==> config.mk <==
export PLATFORM = sky130hd
export DESIGN_NAME = counter
export DESIGN_NICKNAME = d
export VERILOG_FILES = /design/src/rtl/counter.sv
export SDC_FILE = /design/constraint.sdc
export NUM_CORES = 1
export LEC_CHECK = 0
export CORE_AREA = 2 2 39 41
export CTS_BUF_LIST = sky130_fd_sc_hd__clkbuf_16
export DETAILED_ROUTE_END_ITERATION = 8
export DIE_AREA = 0 0 41 43
export PLACE_DENSITY = 0.59
export SYNTH_ARGS = -nofsm -noshare
export SYNTH_HDL_FRONTEND = slang
export SYNTH_SLANG_ARGS = --single-unit
==> constraint.sdc <==
create_clock -name clk -period 1 [get_ports clk]
set_input_delay 0.2 -clock clk [delete_from_list [all_inputs] [get_ports clk]]
set_output_delay 0.2 -clock clk [all_outputs]
set_load 0.01 [all_outputs]
==> src/rtl/counter.sv <==
// counter: free-running modulo up-counter with registered output.
// Define COUNTER_GRAY_EN to register the Gray-coded count instead of binary.
module counter #(
  parameter int              WIDTH   = 8,
  parameter longint unsigned MAX_VAL = (64'd1 << WIDTH) - 64'd1,
  parameter longint unsigned STEP    = 1,
  parameter longint unsigned INIT    = 0
) (
  output logic [WIDTH-1:0] value,
  input  logic             clk,
  input  logic             reset
);
  if (WIDTH < 1 || WIDTH > 32) begin : g_bad_width
    $error("counter: WIDTH must be in 1..32");
  end
  if (MAX_VAL >= (64'd1 << WIDTH)) begin : g_bad_max
    $error("counter: MAX_VAL must be below 2**WIDTH");
  end
  if (STEP < 1 || STEP > MAX_VAL) begin : g_bad_step
    $error("counter: STEP must be in 1..MAX_VAL");
  end
  if (INIT > MAX_VAL) begin : g_bad_init
    $error("counter: INIT must not exceed MAX_VAL");
  end
  localparam logic [WIDTH:0]   MAX_W  = (WIDTH+1)'(MAX_VAL);
  localparam logic [WIDTH:0]   MOD_W  = (WIDTH+1)'(MAX_VAL + 64'd1);
  localparam logic [WIDTH:0]   STEP_W = (WIDTH+1)'(STEP);
  localparam logic [WIDTH-1:0] INIT_W = WIDTH'(INIT);
  logic [WIDTH-1:0] cnt_q, cnt_d;
  logic [WIDTH:0]   sum, wrap;
  // One extra bit keeps count+STEP from overflowing before the wrap compare
  always_comb begin
    sum   = {1'b0, cnt_q} + STEP_W;
    wrap  = sum > MAX_W ? sum - MOD_W : sum;
    cnt_d = wrap[WIDTH-1:0];
  end
  always_ff @(posedge clk or negedge reset)
    if (!reset) cnt_q <= INIT_W;
    else        cnt_q <= cnt_d;
`ifdef COUNTER_GRAY_EN
  // Encoded from the next count so the Gray output has no extra latency
  logic [WIDTH-1:0] gray_q;
  always_ff @(posedge clk or negedge reset)
    if (!reset) gray_q <= INIT_W ^ (INIT_W >> 1);
    else        gray_q <= cnt_d ^ (cnt_d >> 1);
  assign value = gray_q;
`else
  assign value = cnt_q;
`endif
endmodule

## Yosys cells after proc, flatten, opt, wreduce, memory -nomap -nowiden

Cells that the tools add are included.

| cells by class | value |
|---|---|
| add/sub/neg operators | 2 |
| magnitude comparators | 1 |
| muxes and demuxes | 1 |

Operators with widths:

| operator | count |
|---|---|
| $add 8x1->9 const B | 1 |
| $gt 9x8->1 const B | 1 |
| $mux 8 | 1 |
| $sub 8x1->8 const B | 1 |

| word-level totals | value |
|---|---|
| logic and storage cells | 5 |
| register bits | 8 |
| output and inout port bits | 8 |

## Longest topological paths before layout

Gate-level depths: netlist of run 1.

| logic depth | value |
|---|---|
| depth after elaboration | 3 |
| depth in mapped cells | 3 |
| depth with buffers taken out | 3 |

## Least setup slack after synthesis of run 1

OpenSTA, ideal clock, no wires.

| timing path | value |
|---|---|
| kind | register to register |
| from | register cnt_q[0] (netlist: value[0]) |
| to | register cnt_q[6] (netlist: value[6]) |
| arrival | 0.860 ns |
| data required time | 0.875 ns |
| path slack | 0.015 ns |
| period minus slack after synthesis | 0.985 ns |
| stages on the path, launching flop included | 4 |
| cells stage by stage | dfrtp_1 > ha_1 > nand3_1 > xnor2_1 |

| on the way | value |
|---|---|
| longest elaborated chain between the ends | 3 |

RTL lines:

| item | RTL line | RTL |
|---|---|---|
| start: declaration | 29 | `logic [WIDTH-1:0] cnt_q, cnt_d;` |
| start signal: assignment | 39 | `else cnt_q <= cnt_d;` |
| $add 8x1->9 (*) | 33 | `sum = {1'b0, cnt_q} + STEP_W;` |
| net sum[6] | 30 | `logic [WIDTH:0] sum, wrap;` |
| $sub 8x1->8 / $gt 9x8->1 (equally long branches) | 34 | `wrap = sum > MAX_W ? sum - MOD_W : sum;` |
| $mux 8 (*) | 34 |  |

Mark *: on every way through the listed nets, which the timed path passes. The rest lies on a longest branch.

## Worst setup path after layout of run 1

| timing path | value |
|---|---|
| from | register cnt_q[2] (netlist: value[2]) |
| to | register cnt_q[7] (netlist: value[7]) |

Same word-level chain as after synthesis.

==> results of run 1 <==
[path summary, 6_finish.rpt]
path	from	endpoint	slack (ps)	depth (start not counted)
setup / recovery	value[2]	value[7]	10	4
min in group clk	value[7]	value[7]	550	2
hold reg to reg	value[7]	value[7]	550	2
max in group asynchronous	reset	value[7]	500	1
setup reg to reg	value[2]	value[7]	10	4
hold / removal	reset	value[5]	250	1
[placed cells by master (no fill, tap or decap)]
cell type	instances
nand2_2	1
and3_4	1
xnor2_1	2
clkbuf_16	3
buf_2	8
ha_4	1
buf_6	3
nand2_1	1
dfrtp_1	8
nand3_2	2
nor2_2	1
inv_1	1
xor2_1	3
buf_4	8
nand3_4	1
clkdlybuf4s50_1	1
nor3_4	1
xnor2_2	1
[per-stage QoR]
stage	utilization	TNS, ps	cell area (sq um)	hold WS, ps
after global routing	0.440	-155	609	275
after CTS	0.395	0	547	258
after floorplan	-	0	317	-95.6
after detailed placement	0.357	-664	494	501
final	0.440	0	609	248
after global placement	0.357	-541	494	495
[layer usage]
| layer | part of all wire | up-vias | global-route usage | wire length, microns |
|---|---|---|---|---|
| li1 | - | 123 | - | - |
| met2 | 0.57 | 10 | 0.144 | 437 |
| met3 | 0.077 | 0 | 0.0314 | 59 |
| met5 | 0 | - | 0 | 0 |
| met1 | 0.36 | 122 | 0.122 | 274 |
| met4 | 0 | 0 | 0.100 | 0 |
[power by group through the flow]
stage               sequential [uW]  combinational (uW)  clock (uW)
global route                    325                10.7         703
finish                          326                9.32         662
CTS                             326                9.90         678
global placement                330                9.65           0
detailed placement              330                9.90           0
floorplan                       330           0.0000531           0
[kinds of logic (layout without fill, tap and decap cells)]
logic type	after synthesis	after routing
DFF	8	8
adders and majority gates	1	1
and+or+nand+nor	8	8
buffers and inverters	1	24
xor gates and xnor gates	6	6
[final cells by class]
class	count	area [sq um]	area share
inverter	1	3.75	0.00616
clock buffer	3	75.1	0.123
tap	16	20.0	0.0329
timing repair buffer	20	144	0.236
multi-input combinational	15	166	0.273
sequential	8	200	0.329
[repair_timing]
item,4_1_cts,5_1_grt
setup buffers,0,2
pin swaps,1,1
gates resized for setup,35,10
hold buffers,0,0
setup endpoints to repair,12,5
[critical path, cell delays in order, from the launching register on]
cell and delay [ps]:
dfrtp_1 340, buf_4 160, nand3_4 100, nor3_4 130, xor2_1 170
==> metrics.cfg, run 1 <==
[floorplanning]
row_count = 14
dieArea_sq_mm = 0.00176
die_y_microns = 43
start_util = 0.229
die_width_microns = 41
core_sq_mm = 0.00138
num_io_pins = 10

[layout]
fill_cells = 141
area_growth_pct = 92.5
drive_gt1_frac = 0.660
largest_register_ffs = 8
antenna_cells = 0
fin_cells = 63
nets = 52

[place]
gp_congestion = 0.615
dpl.hpwl_microns = 503
portBuffers = 9
dp.cells = 58
dp_slack_ps = -85.4

[synth]
muxShareOfSynthArea = 0
yosysWarningCount = 0
syn_area_sq_um = 317
avgSynthCellArea_sq_um = 13.2
yosysTopAreaCellShare = 0.632
synth_nets = 27
yosysMostFrequentCell = dfrtp_1
ys_top_cells_by_count = 8 x dfrtp_1, 3 x xnor2_1, 3 x xor2_1, 2 x nand2_1, 2 x nand3_1
yosys.area_share.simple = 0.150
ys_ff_latch = 8
ys.flop_type = dfrtp_1
synth_xor_area_frac = 0.166
synth_top_family_by_area = XOR/XNOR gates
synth.area.top_cells = dfrtp_1 63%, xnor2_1 8.3%, xor2_1 8.3%, ha_1 4.0%, nand3_1 3.2%
synth_cell_type_count = 11
async_flop_share = 1.00
netlist.top_cell.by_area = dfrtp_1
synthAdderAreaFrac = 0.0395
synth-compound-area-share = 0
synth_cells = 24
synth-edff-count = 0
seq_area_frac_synth = 0.632

[pwr]
p_clk_frac = 0.664
p_seq_frac = 0.327
internal_power_uw = 844
power.share.switching = 0.153
pwr-share-comb = 0.009
powerDensity_mw_per_mm2 = 1640
finalPower_uw = 997
max-vdd-ir-drop_mv = 1.05
net-switching-power_uw = 153
leakage_uw = 0.000309

[grt]
overflow = 0
grt_pass1_wl_mm = 1.17
antenna_found_initial = 0
grt_pass1_vias = 284
grtUsageTotal = 0.105
grt_max_degree = 9

[timing]
slew_violations = 0
finalSetupViolations = 0
min_period_ps = 987
rsz0062_at_grt = true
fmax_mhz = 1010
fin_skew_ps = 1.32
postLayoutSetupSlackWorst_ps = 12.8
worst_slew_pin_slew_ps = 353
hold_violations = 0
period_share = 0.987
slew_headroom = 0.764

[worst_setup_path]
cp-end-kind = register
worst_ep_arrival_time_ps = 1130
cp-start-kind = register
worstPathRequired_ps = 1150
cp_max_fo = 4
crit_type = register to register

[clock_tree]
h-tree-depth = 1
clockBufferDepth = 2
clock-sinks = 8
clk_latency_ps = 230
cts-root-buf = clkbuf_16
numCtsBuffers = 3
tritoncts = done
clk_pin_slew_ps = 40

[route]
vias = 255
routedWlPerCell_microns = 12.2
drc = 0
wirelength_microns = 771
ant_nets = 0
via_per_inst = 4.05
drt_first_pass_iters = 1
drtIter0Drc = 0

[run_status]
outcome = completed

[job]
maxCapViolCount = 0

[hold_path]
min_path_type = input pin to async pin

Note: power is estimated with default switching activity, not from simulation.
==> run 2: changes to the inputs <==
--- a/config.mk
+++ b/config.mk
@@ -10,6 +10,7 @@
 export DETAILED_ROUTE_END_ITERATION = 8
 export DIE_AREA = 0 0 41 43
 export PLACE_DENSITY = 0.59
+export RECOVER_POWER = 100
 export SYNTH_ARGS = -nofsm -noshare
 export SYNTH_HDL_FRONTEND = slang
 export SYNTH_SLANG_ARGS = --single-unit
==> run 2 against run 1 <==
  * Critical path depth did not move
  * Non-clock buffer count did not move
  * Final cell count did not move
  * Wire length fell by 0.13%
  * Core utilization did not move
  * Setup slack did not move
  * First-iteration DRC count did not move
  * Clock power barely moved
  * Sequential power barely moved
  * Largest cell class unchanged
==> metrics.cfg, run 2 (synthesized netlist as in run 1, its figures left out) <==
[grt]
grtUsageTotal = 0.105  ; unchanged
overflow = 0  ; unchanged
grt_pass1_wl_mm = 1.17  ; unchanged
grt_max_degree = 9  ; unchanged
antenna_found_initial = 0  ; unchanged
grt_pass1_vias = 284  ; unchanged

[floorplanning]
die_y_microns = 43  ; unchanged
row_count = 14  ; unchanged
num_io_pins = 10  ; unchanged
die_width_microns = 41  ; unchanged
start_util = 0.229  ; unchanged
core_sq_mm = 0.00138  ; unchanged
dieArea_sq_mm = 0.00176  ; unchanged

[clock_tree]
cts-root-buf = clkbuf_16
h-tree-depth = 1  ; unchanged
clock-sinks = 8  ; unchanged
clk_pin_slew_ps = 40  ; about the same
cts_hold_buf = 0  ; unchanged
numCtsBuffers = 3  ; unchanged
tritoncts = done
clk_latency_ps = 230  ; about the same
clockBufferDepth = 2  ; unchanged

[job]
maxCapViolCount = 0  ; unchanged

[layout]
drive_gt1_frac = 0.660  ; unchanged
largest_register_ffs = 8  ; unchanged
final_core_utilization = 0.440  ; unchanged
nets = 52  ; unchanged
layout_common_cells = 8 x buf_2, 8 x buf_4, 8 x dfrtp_1
multiInputGateArea_sq_um = 166  ; unchanged
area_growth_pct = 92.5  ; unchanged
fill_cells = 141  ; unchanged
antenna_cells = 0  ; unchanged
regArea_sq_um = 200  ; unchanged

[route]
vias = 255  ; unchanged
drt_first_pass_iters = 1  ; unchanged
wirelength_microns = 770  ; -0.13%
drc = 0  ; unchanged
routedWlPerCell_microns = 12.2  ; -0.13%
drtIter0Drc = 0  ; unchanged
via_per_inst = 4.05  ; unchanged
ant_nets = 0  ; unchanged

[timing]
worst_slew_pin_slew_ps = 358  ; +5.05 ps
fin_skew_ps = 1.32  ; unchanged
fmax_mhz = 1010  ; unchanged
rsz0062_at_grt = true
slew_headroom = 0.760  ; -0.00341
hold_violations = 0  ; unchanged
finalSetupViolations = 0  ; unchanged
slew_violations = 0  ; unchanged
min_period_ps = 987  ; unchanged
period_share = 0.987  ; unchanged
postLayoutSetupSlackWorst_ps = 12.8  ; unchanged

[worst_setup_path]
cp_max_fo = 4  ; unchanged
worst_ep_arrival_time_ps = 1130  ; about the same
cp-start-kind = register
cp-end-kind = register
worstPathRequired_ps = 1150  ; about the same
crit_type = register to register

[pwr]
net-switching-power_uw = 153  ; unchanged
power.share.switching = 0.154  ; about the same
p_clk_frac = 0.664  ; about the same
internal_power_uw = 843  ; about the same
leakage_uw = 0.000309  ; about the same
p_seq_frac = 0.327  ; about the same
max-vdd-ir-drop_mv = 1.05  ; about the same
pwr-share-comb = 0.009  ; about the same
powerDensity_mw_per_mm2 = 1630  ; about the same

[place]
dp_slack_ps = -85.4  ; unchanged
portBuffers = 9  ; unchanged
dpl.hpwl_microns = 503  ; unchanged
gp_congestion = 0.615  ; unchanged

[run_status]
outcome = completed

[hold_path]
min_path_type = input pin to async pin

==> run 2: cell types whose count changed in the layout (fill, tap and decap cells not counted), sizes merged <==
cell and change:
clkdlybuf4s50 -1, dlygate4sd3 +1
==> run 2: cell type report <==
cell class | instances | share of cell area
sequential | 8 | 0.329
timing repair buffer | 20 | 0.236
tap | 16 | 0.0329
inverter | 1 | 0.00616
multi-input combinational | 15 | 0.273
clock buffer | 3 | 0.123
==> run 2: final timing paths <==
check / to / slack (ps) / cells after the start / from
max: value[7] / 10 / 4 / value[2]
min: value[5] / 320 / 1 / reset
max reg2reg: value[7] / 10 / 4 / value[2]
min reg2reg: value[7] / 550 / 2 / value[7]
max in group asynchronous: value[7] / 420 / 1 / reset
min in group clk: value[7] / 550 / 2 / value[7]
==> run 2: per-stage QoR <==
| stage | power, uW | instances | cell area (sq um) | hold slack, ps | setup TNS, ps |
|---|---|---|---|---|---|
| after floorplan | 330 | 24 | 317 | -95.6 | 0 |
| after global placement | 339 | 58 | 494 | 495 | -541 |
| after detailed placement | 340 | 58 | 494 | 501 | -664 |
| after CTS | 1010 | 61 | 547 | 258 | 0 |
| after global routing | 1040 | 63 | 609 | 346 | -155 |
| final | 996 | 63 | 609 | 318 | 0 |
==> run 2: repair_timing <==
| item | 4_1_cts | 5_1_grt |
|---|---|---|
| endpoints found under the setup margin | 12 | 5 |
| resized for setup | 35 | 10 |
| pin swaps | 1 | 1 |
| buffers inserted | 0 | 2 |
| endpoints found under the hold margin | 0 | 0 |
==> run 2: critical path: stages, from the launching register on <==
cell	delay (ps)
dfrtp_1	340
buf_4	160
nand3_4	100
nor3_4	130
xor2_1	170
==> run 2: per-layer routing <==
layer  up-vias  track usage  routed length [microns]
li1        123            -                        -
met1       122        0.122                      274
met2        10        0.144                      437
met3         0       0.0314                       59
met4         0        0.100                        0
met5         -            0                        0
==> run 2: power groups by stage <==
stage	sequential [uW]	clock, uW	combinational [uW]
finish	326	662	8.55
global route	325	703	9.98
CTS	326	678	9.90
detailed placement	330	0	9.90
global placement	330	0	9.65
floorplan	330	0	0.0000531
==> run 3: changes to the inputs <==
--- a/config.mk
+++ b/config.mk
@@ -7,6 +7,7 @@
 export LEC_CHECK = 0
 export CORE_AREA = 2 2 39 41
 export CTS_BUF_LIST = sky130_fd_sc_hd__clkbuf_16
+export CTS_CLUSTER_DIAMETER = 100
 export DETAILED_ROUTE_END_ITERATION = 8
 export DIE_AREA = 0 0 41 43
 export PLACE_DENSITY = 0.59
==> results of run 3 <==
The final DEF is identical to that of run 2; final timing and power are the same.
